===== config.mk =====
export PLATFORM = sky130hd
export DESIGN_NAME = ftoi_pipe
export DESIGN_NICKNAME = d
export VERILOG_FILES = /design/src/rtl/ftoi_pipe.sv
export SDC_FILE = /design/constraint.sdc
export NUM_CORES = 1
export LEC_CHECK = 0
export ABC_AREA = 1
export ABC_CLOCK_PERIOD_IN_PS = 4100
export CAP_MARGIN = 10
export CORE_ASPECT_RATIO = 0.5
export CORE_MARGIN = 2
export CORE_UTILIZATION = 38
export CTS_CLUSTER_SIZE = 8
export DETAILED_ROUTE_END_ITERATION = 8
export PLACE_DENSITY = 0.54
export SETUP_SLACK_MARGIN = 0.3
export SYNTH_ARGS = -nofsm -noshare
export SYNTH_HDL_FRONTEND = slang
export SYNTH_SLANG_ARGS = --single-unit
export TNS_END_PERCENT = 20

===== constraint.sdc =====
create_clock -name clk -period 4.1 [get_ports clk]
set_clock_uncertainty 0.2 [all_clocks]
set_input_delay 0.82 -clock clk [delete_from_list [all_inputs] [get_ports clk]]
set_output_delay 0.82 -clock clk [all_outputs]
set_load 0.05 [all_outputs]

===== src/rtl/ftoi_pipe.sv =====
// ftoi_pipe: 3-stage float-to-int converter.
// Converts an IEEE-754 single to a 32-bit two's-complement integer, rounding
// to nearest with ties away from zero. Out-of-range values, Inf and NaN
// saturate and raise ovf.
//
// Ports:
//   clk, rst            clock, synchronous active-high reset
//   in_valid/in_ready   operand handshake, x = IEEE-754 single
//   out_valid/out_ready result handshake, y = integer, ovf = saturated
//
// Stages: S1 decode, S2 shift/round, S3 sign/saturate. All stages advance
// together on a single global enable; a stalled output freezes the pipe.
module ftoi_pipe (
  input  logic        clk,
  input  logic        rst,
  input  logic        in_valid,
  output logic        in_ready,
  input  logic [31:0] x,
  output logic        out_valid,
  input  logic        out_ready,
  output logic [31:0] y,
  output logic        ovf
);

  logic       en;
  logic [3:1] vld_pipe;

  assign en        = ~out_valid | out_ready;
  assign in_ready  = en;
  assign out_valid = vld_pipe[3];

  // ---------------- S1: decode ----------------
  logic [7:0]  d_e;
  logic [23:0] d_f;
  logic        d_min, d_sat;

  assign d_e   = x[30:23];
  // -2^31 is the only e = 158 value that is representable.
  assign d_min = (x == 32'hCF00_0000);
  assign d_sat = (d_e >= 8'd158) & ~d_min;
  assign d_f   = (d_e != 8'd0) ? {1'b1, x[22:0]} : 24'd0;

  logic        s1_s, s1_sat;
  logic [7:0]  s1_e;
  logic [23:0] s1_f;

  // ---------------- S2: shift / round ----------------
  // r2 = floor(|v| * 2); bit 0 is the first dropped bit used for rounding.
  // Left shift (e - 149) and right shift (149 - e) only need the low 5 bits;
  // 149 mod 32 = 21, so the subtraction is done on e[4:0] directly.
  logic [4:0]  sh_l, sh_r;
  logic [32:0] r2;
  logic [31:0] mag_d;

  assign sh_l = s1_e[4:0] - 5'd21;
  assign sh_r = 5'd21 - s1_e[4:0];

  always_comb begin
    r2 = '0;
    if (s1_e >= 8'd149)
      r2 = {9'd0, s1_f} << sh_l;
    else if (s1_e >= 8'd126)
      r2 = {9'd0, s1_f} >> sh_r;
  end

  assign mag_d = r2[32:1] + {31'd0, r2[0]};

  logic        s2_s, s2_sat;
  logic [31:0] s2_mag;

  // ---------------- S3: sign / saturate ----------------
  logic [31:0] y_d;

  always_comb begin
    if (s2_sat)
      y_d = s2_s ? 32'h8000_0000 : 32'h7FFF_FFFF;
    else
      y_d = s2_s ? (~s2_mag + 32'd1) : s2_mag;
  end

  always_ff @(posedge clk) begin
    if (rst) begin
      vld_pipe <= '0;
      s1_s     <= 1'b0;
      s1_sat   <= 1'b0;
      s1_e     <= '0;
      s1_f     <= '0;
      s2_s     <= 1'b0;
      s2_sat   <= 1'b0;
      s2_mag   <= '0;
      y        <= '0;
      ovf      <= 1'b0;
    end else if (en) begin
      vld_pipe <= {vld_pipe[2:1], in_valid};
      s1_s     <= x[31];
      s1_sat   <= d_sat;
      s1_e     <= d_e;
      s1_f     <= d_f;
      s2_s     <= s1_s;
      s2_sat   <= s1_sat;
      s2_mag   <= mag_d;
      y        <= y_d;
      ovf      <= s2_sat;
    end
  end

endmodule


=== After elaboration in Yosys (flattened, before gate mapping) ===
Index checks and enable logic that the tools add are counted.

* Register bits: 104

* Add/subtract/negate cells: 4
* $lt $le $gt $ge: 3
* Equal/unequal tests: 1
* Shifts and indexed selects: 2
* Muxes and demuxes: 6
* Bitwise gates (word level): 5
* Reduce and logical (&&, ||, !) cells: 1

{| class="wikitable"
|+ Operators by type and width
! operator !! count
|-
| $mux W32 || 3
|-
| $mux W33 || 2
|-
| $shl A24 B5 Y33 || 1
|-
| $shr A24 B5 Y33 || 1
|-
| $add A32 B1 Y32 || 1
|-
| $add A32 B1 Y32 const B || 1
|-
| $eq A32 B32 Y1 const B || 1
|-
| $not A32 Y32 || 1
|-
| $mux W24 || 1
|-
| $ge A8 B8 Y1 const B || 2
|-
| $ge A8 B7 Y1 const B || 1
|-
| $reduce_bool A8 Y1 || 1
|-
| $sub A5 B5 Y5 const A || 1
|-
| $sub A5 B5 Y5 const B || 1
|-
| $not A1 Y1 || 2
|-
| $and A1 B1 Y1 || 1
|-
| $or A1 B1 Y1 || 1
|}

=== Logic depth before layout (Yosys ltp) ===
* Word-level depth: 5
* Mapped depth: 25

=== Worst setup path before layout ===
OpenSTA, ideal clock, no wires.

* Path type: register to register
* Start point: register s1_e[1]
* End point: register s2_mag[16]
* Data arrival time: 3.101 ns
* Setup slack: 0.690 ns
* Stages on the path, launching flop included: 22
* Path buffers: 3
* Period minus slack after synthesis: 3.410 ns
* Cell sequence: dfxtp_1 clkbuf_2 inv_2 buf_2 ha_1 inv_1 buf_1 nand3_1 nand2_1 o21ai_0 o21ai_0 o21ai_0 inv_1 ha_1 ha_1 nand3_1 inv_2 nand2_1 o21ai_1 nand3_1 nand2_1 inv_1

* Word-level cells in the longest chain between the ends: 5
* Elaborated cells on any way between the ends: 9

{| class="wikitable"
|+ RTL lines
! element !! RTL line !! source
|-
| from (decl) || 44 || <nowiki>logic [7:0] s1_e;</nowiki>
|-
| from (signal assigned) || 86 || <nowiki>s1_e <= '0;</nowiki>
|-
| from (signal assigned) || 97 || <nowiki>s1_e <= d_e;</nowiki>
|-
| $sub A5 B5 Y5 || 56 || <nowiki>assign sh_r = 5'd21 - s1_e[4:0];</nowiki>
|-
| $shr A24 B5 Y33 || 63 || <nowiki>r2 = {9'd0, s1_f} >> sh_r;</nowiki>
|-
| $mux W33 || 62 || <nowiki>else if (s1_e >= 8'd126)</nowiki>
|-
| $mux W33 * || 60 || <nowiki>if (s1_e >= 8'd149)</nowiki>
|-
| $add A32 B1 Y32 * || 66 || <nowiki>assign mag_d = r2[32:1] + {31'd0, r2[0]};</nowiki>
|-
| to (signal assigned) || 101 || <nowiki>s2_mag <= mag_d;</nowiki>
|-
| to (decl) || 69 || <nowiki>logic [31:0] s2_mag;</nowiki>
|}

Mark *: on every way between the ends. The rest lies on a longest branch, timed or not.
A chain may end at the register's enable or synchronous reset.

=== Worst setup path in the final report ===
Same ends and word-level chain as after synthesis.

==> results.md <==
| Stage | Result | Value |
|:---|:---|:---|
| run status | Run status | finished, final reports clean |
| power | Switching power of the nets | 0.00142 W |
| cells and area | Final core utilization | 44.0% |
| timing | Fmax | 285 MHz |
| detailed routing | Drt wl/cell | 17.3 µm |
| clock network | Maximum number of buffers from clock root to sink | 2 |
| timing | Setup repair after global routing missed its margin | yes |
| detailed routing | Drt drc | 0 |
| global route | Vias in the first global route | 9,036 |
| critical path | Crit Reg-Reg Startpoint | s1_e[1] |
| placement | Cells after DPL | 1,860 |
| die | Core Rows | 39 |
| critical path | Reg2reg end | s2_mag[16] |
| clock network | Level count of the clock H-tree | 3 |
| yosys | Syn_nets | 1,582 |
| critical path | Type of the worst setup path | register to register |
| die | Floorplan die area | 24,200 µm² |
| detailed routing | Number of vias per cell after detailed routing | 5.34 |
| critical path | Worst EP required | 4.18 ns |
| timing | Setup-failing EPs final | 0 |
| clock network | Number of post-CTS setup repair buffers | 0 |
| die | Height of the chip | 111 µm |
| timing | Hold violation count in the final report | 0 |
| clock network | Hold buffers post-CTS | 0 |
| global route | Pin count of the biggest net entering global routing | 68 |
| power | Internal Pwr Total | 0.00193 W |
| cells and area | Most common library cell in the layout ignoring fill and taps | sky130_fd_sc_hd__nand2_1 |
| power | Switching part of the total | 42.3% |
| yosys | Number of distinct library cells after synthesis | 45 |
| placement | Buffers on Ports | 70 |
| hold path | Worst min-delay path category | register to register |
| timing | Final cycle utilization of the critical path | 85.7% |
| clock network | Clock tree from TritonCTS | yes |
| power | Power per cell area | 336 nW/µm² |
| yosys | Asr flop ratio synth | 0% |
| global route | Initial antenna violation count | 0 |
| critical path | Number of cells on the worst reg-to-reg path | 17 |
| critical path | First element of the critical path | s1_e[1] |
| yosys | Number of synthesized register bits | 104 |
| power | Portion of total power attributed to the clock network | 26.9% |
| clock network | Clock root buffer | sky130_fd_sc_hd__clkbuf_16 |
| cells and area | Number of antenna diodes | 0 |
| clock network | Clock sink count | 104 |
| detailed routing | Routed WL | 32,400 µm |
| timing | Hold Worst Slack | 0.261 ns |
| power | Relative contribution of sequential cells to total power | 34.3% |
| clock network | Inserted Clock Buffers | 9 |
| cells and area | Number of nets in the finished design | 1,608 |
| cells and area | Most used cells in the layout excluding fill and tap cells | sky130_fd_sc_hd__nand2_1, sky130_fd_sc_hd__nand3_1, sky130_fd_sc_hd__inv_1 |
| timing | Aggregate negative setup slack | 0 ns |
| global route | Wire length of the first global-routing pass | 51,100 µm |
| yosys | Area of the mapped netlist | 8690 µm² |
| yosys | Prevailing post-synth register cell | sky130_fd_sc_hd__dfxtp_1 |
| timing | Max-Slew Margin vs Limit | 52.9% |
| critical path | Worst EP arrival | 3.60 ns |
| critical path | Peak fanout along the critical path | 14 |
| detailed routing | Starting DRT DRC Count | 999 |
| die | Ports placed on the boundary | 71 |
| die | Area of the core | 22,600 µm² |
| yosys | Number of instances in the synthesized netlist | 1,538 |
| power | Part of the power in combinational logic | 38.8% |
| critical path | Worst setup endpoint | s2_mag[16] |
| cells and area | Final non-filler cell total | 1,876 |
| timing | Transition time of the tightest slew-check pin | 0.706 ns |
| critical path | Nature of the critical path startpoint | register |
| critical path | Flop2flop setup slack | 0.59 ns |
| flow run | Maxcap violations | 0 |
| placement | Final estimated routing congestion in global placement | 1.05 |
| power | Total design power | 0.00335 W |
| detailed routing | Routed via count | 10,000 |
| detailed routing | Pre-Repair DR Iteration Count | 5 |
| detailed routing | Antenna viol nets, final | 0 |
| timing | Number of pins with negative max-slew slack in the final report | 0 |
| power | Static leakage | 4.93 nW |
| placement | HPWL reported at the end of detailed placement | 25,300 µm |
| yosys | Share of the yosys chip area belonging to registers | 24.0% |
| yosys | Count of flip-flops with a built-in enable after synthesis | 0 |
| die | Initial cell density of the core | 38.4% |
| cells and area | Share of post-route cells with drive strength above 1 | 6.12% |
| cells and area | Growth of design area from synthesis to finish | 14.6% |
| global route | GR Util All Layers | 27.3% |
| clock network | Worst skew pair latency | 0.38 ns |
| clock network | Clock-pin slew reported for the worst setup and hold paths after clock tree synthesis | 0.08 ns |
| yosys | Number of synthesis warnings | 0 |
| yosys | Average size of a mapped cell | 5.65 µm² |
| critical path | Critical Path Sink Type | register |
| global route | Overflow after GRT | 0 |
| power | Maximum resistive drop on vdd | 0.000169 V |
| timing | Final Critical Period | 3.51 ns |
| die | Die outline width | 218 µm |
## registers in the layout, summed over array words and instances, names as in the netlist
signal and count:
s2_mag 32, y 32, s1_f 24, s1_e 8, vld_pipe 3, ovf 1, s1_s 1, s1_sat 1
s2_s 1, s2_sat 1
## power groups by stage
stage	combinational (W)	sequential, W	clock [W]
2_1_floorplan	0.000756	0.00127	0
3_3_place_gp	0.00127	0.00117	0
3_5_place_dp	0.00126	0.00117	0
4_1_cts	0.00127	0.00115	0.000931
5_1_grt	0.00143	0.00116	0.000968
6_report	0.00130	0.00115	0.000900
## synth_stat cells, types with 2 or more instances
master | count | area [µm²]
sky130_fd_sc_hd__nand2_4 | 2 | 22.5
sky130_fd_sc_hd__o211ai_1 | 14 | 105
sky130_fd_sc_hd__xor2_2 | 2 | 32.5
sky130_fd_sc_hd__nor4_1 | 5 | 31.3
sky130_fd_sc_hd__o21ai_1 | 4 | 20.0
sky130_fd_sc_hd__nand2_1 | 423 | 1590
sky130_fd_sc_hd__o31ai_1 | 3 | 22.5
sky130_fd_sc_hd__nand3_2 | 5 | 50.1
sky130_fd_sc_hd__nand4_1 | 21 | 131
sky130_fd_sc_hd__o21ai_0 | 86 | 430
sky130_fd_sc_hd__clkbuf_1 | 43 | 161
sky130_fd_sc_hd__o221ai_1 | 7 | 61.3
sky130_fd_sc_hd__a31oi_1 | 3 | 18.8
sky130_fd_sc_hd__ha_1 | 8 | 100
sky130_fd_sc_hd__buf_2 | 19 | 95.1
sky130_fd_sc_hd__o21bai_1 | 4 | 30.0
sky130_fd_sc_hd__o22ai_1 | 21 | 131
sky130_fd_sc_hd__nand3_1 | 290 | 1450
sky130_fd_sc_hd__buf_1 | 10 | 37.5
sky130_fd_sc_hd__inv_2 | 9 | 33.8
sky130_fd_sc_hd__nor3_1 | 7 | 35.0
sky130_fd_sc_hd__xor2_1 | 13 | 114
sky130_fd_sc_hd__buf_4 | 9 | 67.6
sky130_fd_sc_hd__a32oi_1 | 3 | 26.3
sky130_fd_sc_hd__or2_2 | 5 | 31.3
sky130_fd_sc_hd__inv_1 | 197 | 739
sky130_fd_sc_hd__nand2_2 | 7 | 43.8
sky130_fd_sc_hd__nand3b_1 | 5 | 37.5
sky130_fd_sc_hd__dfxtp_1 | 104 | 2080
sky130_fd_sc_hd__xnor2_1 | 5 | 43.8
sky130_fd_sc_hd__nor2_2 | 10 | 62.6
sky130_fd_sc_hd__a21oi_1 | 62 | 310
sky130_fd_sc_hd__nor2_1 | 120 | 450
## worst min path at each step
stage                start          end  cells after the start
2_1_floorplan  vld_pipe[2]  vld_pipe[2]                      2
6_report       vld_pipe[2]  vld_pipe[2]                      2
4_1_cts        vld_pipe[2]  vld_pipe[2]                      2
3_3_place_gp   vld_pipe[2]  vld_pipe[2]                      2
5_1_grt        vld_pipe[2]  vld_pipe[2]                      2
3_5_place_dp   vld_pipe[2]  vld_pipe[2]                      2
## layout make-up
cell class | count | area [µm²]
Fill cell | 2502 | 12700
Inverter | 209 | 797
Clock buffer | 10 | 239
Multi-Input combinational cell | 1142 | 5450
Tap cell | 307 | 384
Sequential cell | 104 | 2080
Timing Repair Buffer | 98 | 936
Clock inverter | 6 | 61.3
## critical path, cell delays in order, from the launching register on
cell and delay [ns]:
sky130_fd_sc_hd__dfxtp_1 0.36, sky130_fd_sc_hd__inv_2 0.05, sky130_fd_sc_hd__ha_1 0.30, sky130_fd_sc_hd__inv_1 0.35
sky130_fd_sc_hd__buf_4 0.26, sky130_fd_sc_hd__nand3_1 0.10, sky130_fd_sc_hd__nand2_1 0.15, sky130_fd_sc_hd__a31oi_1 0.09
sky130_fd_sc_hd__o21ai_0 0.22, sky130_fd_sc_hd__ha_1 0.30, sky130_fd_sc_hd__ha_2 0.27, sky130_fd_sc_hd__nand3_1 0.21
sky130_fd_sc_hd__inv_2 0.12, sky130_fd_sc_hd__nand2_1 0.10, sky130_fd_sc_hd__o21ai_1 0.13, sky130_fd_sc_hd__nand3_1 0.08
sky130_fd_sc_hd__nand2_1 0.08, sky130_fd_sc_hd__inv_1 0.03
## metrics by stage
step           setup slack, ns  area, µm²
2_1_floorplan            0.690       8690
3_3_place_gp             0.580       9620
3_5_place_dp             0.533       9620
4_1_cts                  0.522       9920
5_1_grt                  0.266       9950
6_report                 0.588       9950
## layer usage
metal,up-vias,GRT usage (%),routed length [µm]
met1,4534,39.5,15600
met4,0,7.39,767
met2,379,40.4,13400
met5,-,0,0
li1,5050,-,-
met3,53,6.26,2600
## timing repair
action	4_1_cts	5_1_grt
gates resized for setup	0	9
endpoints found under the hold margin	0	0
setup endpoints to repair	0	19
## logic make-up (layout without fill, tap and decap cells)
kind of cell,Yosys count,after routing,synth area share [%]
compound gates,210,210,13.6
xor+xnor,20,20,2.19
fa+ha+maj,8,8,1.15
buf+inv,292,323,13.4
flops,104,104,24.0
simple gates,904,904,45.7
Power figures use the tool's default switching activity.
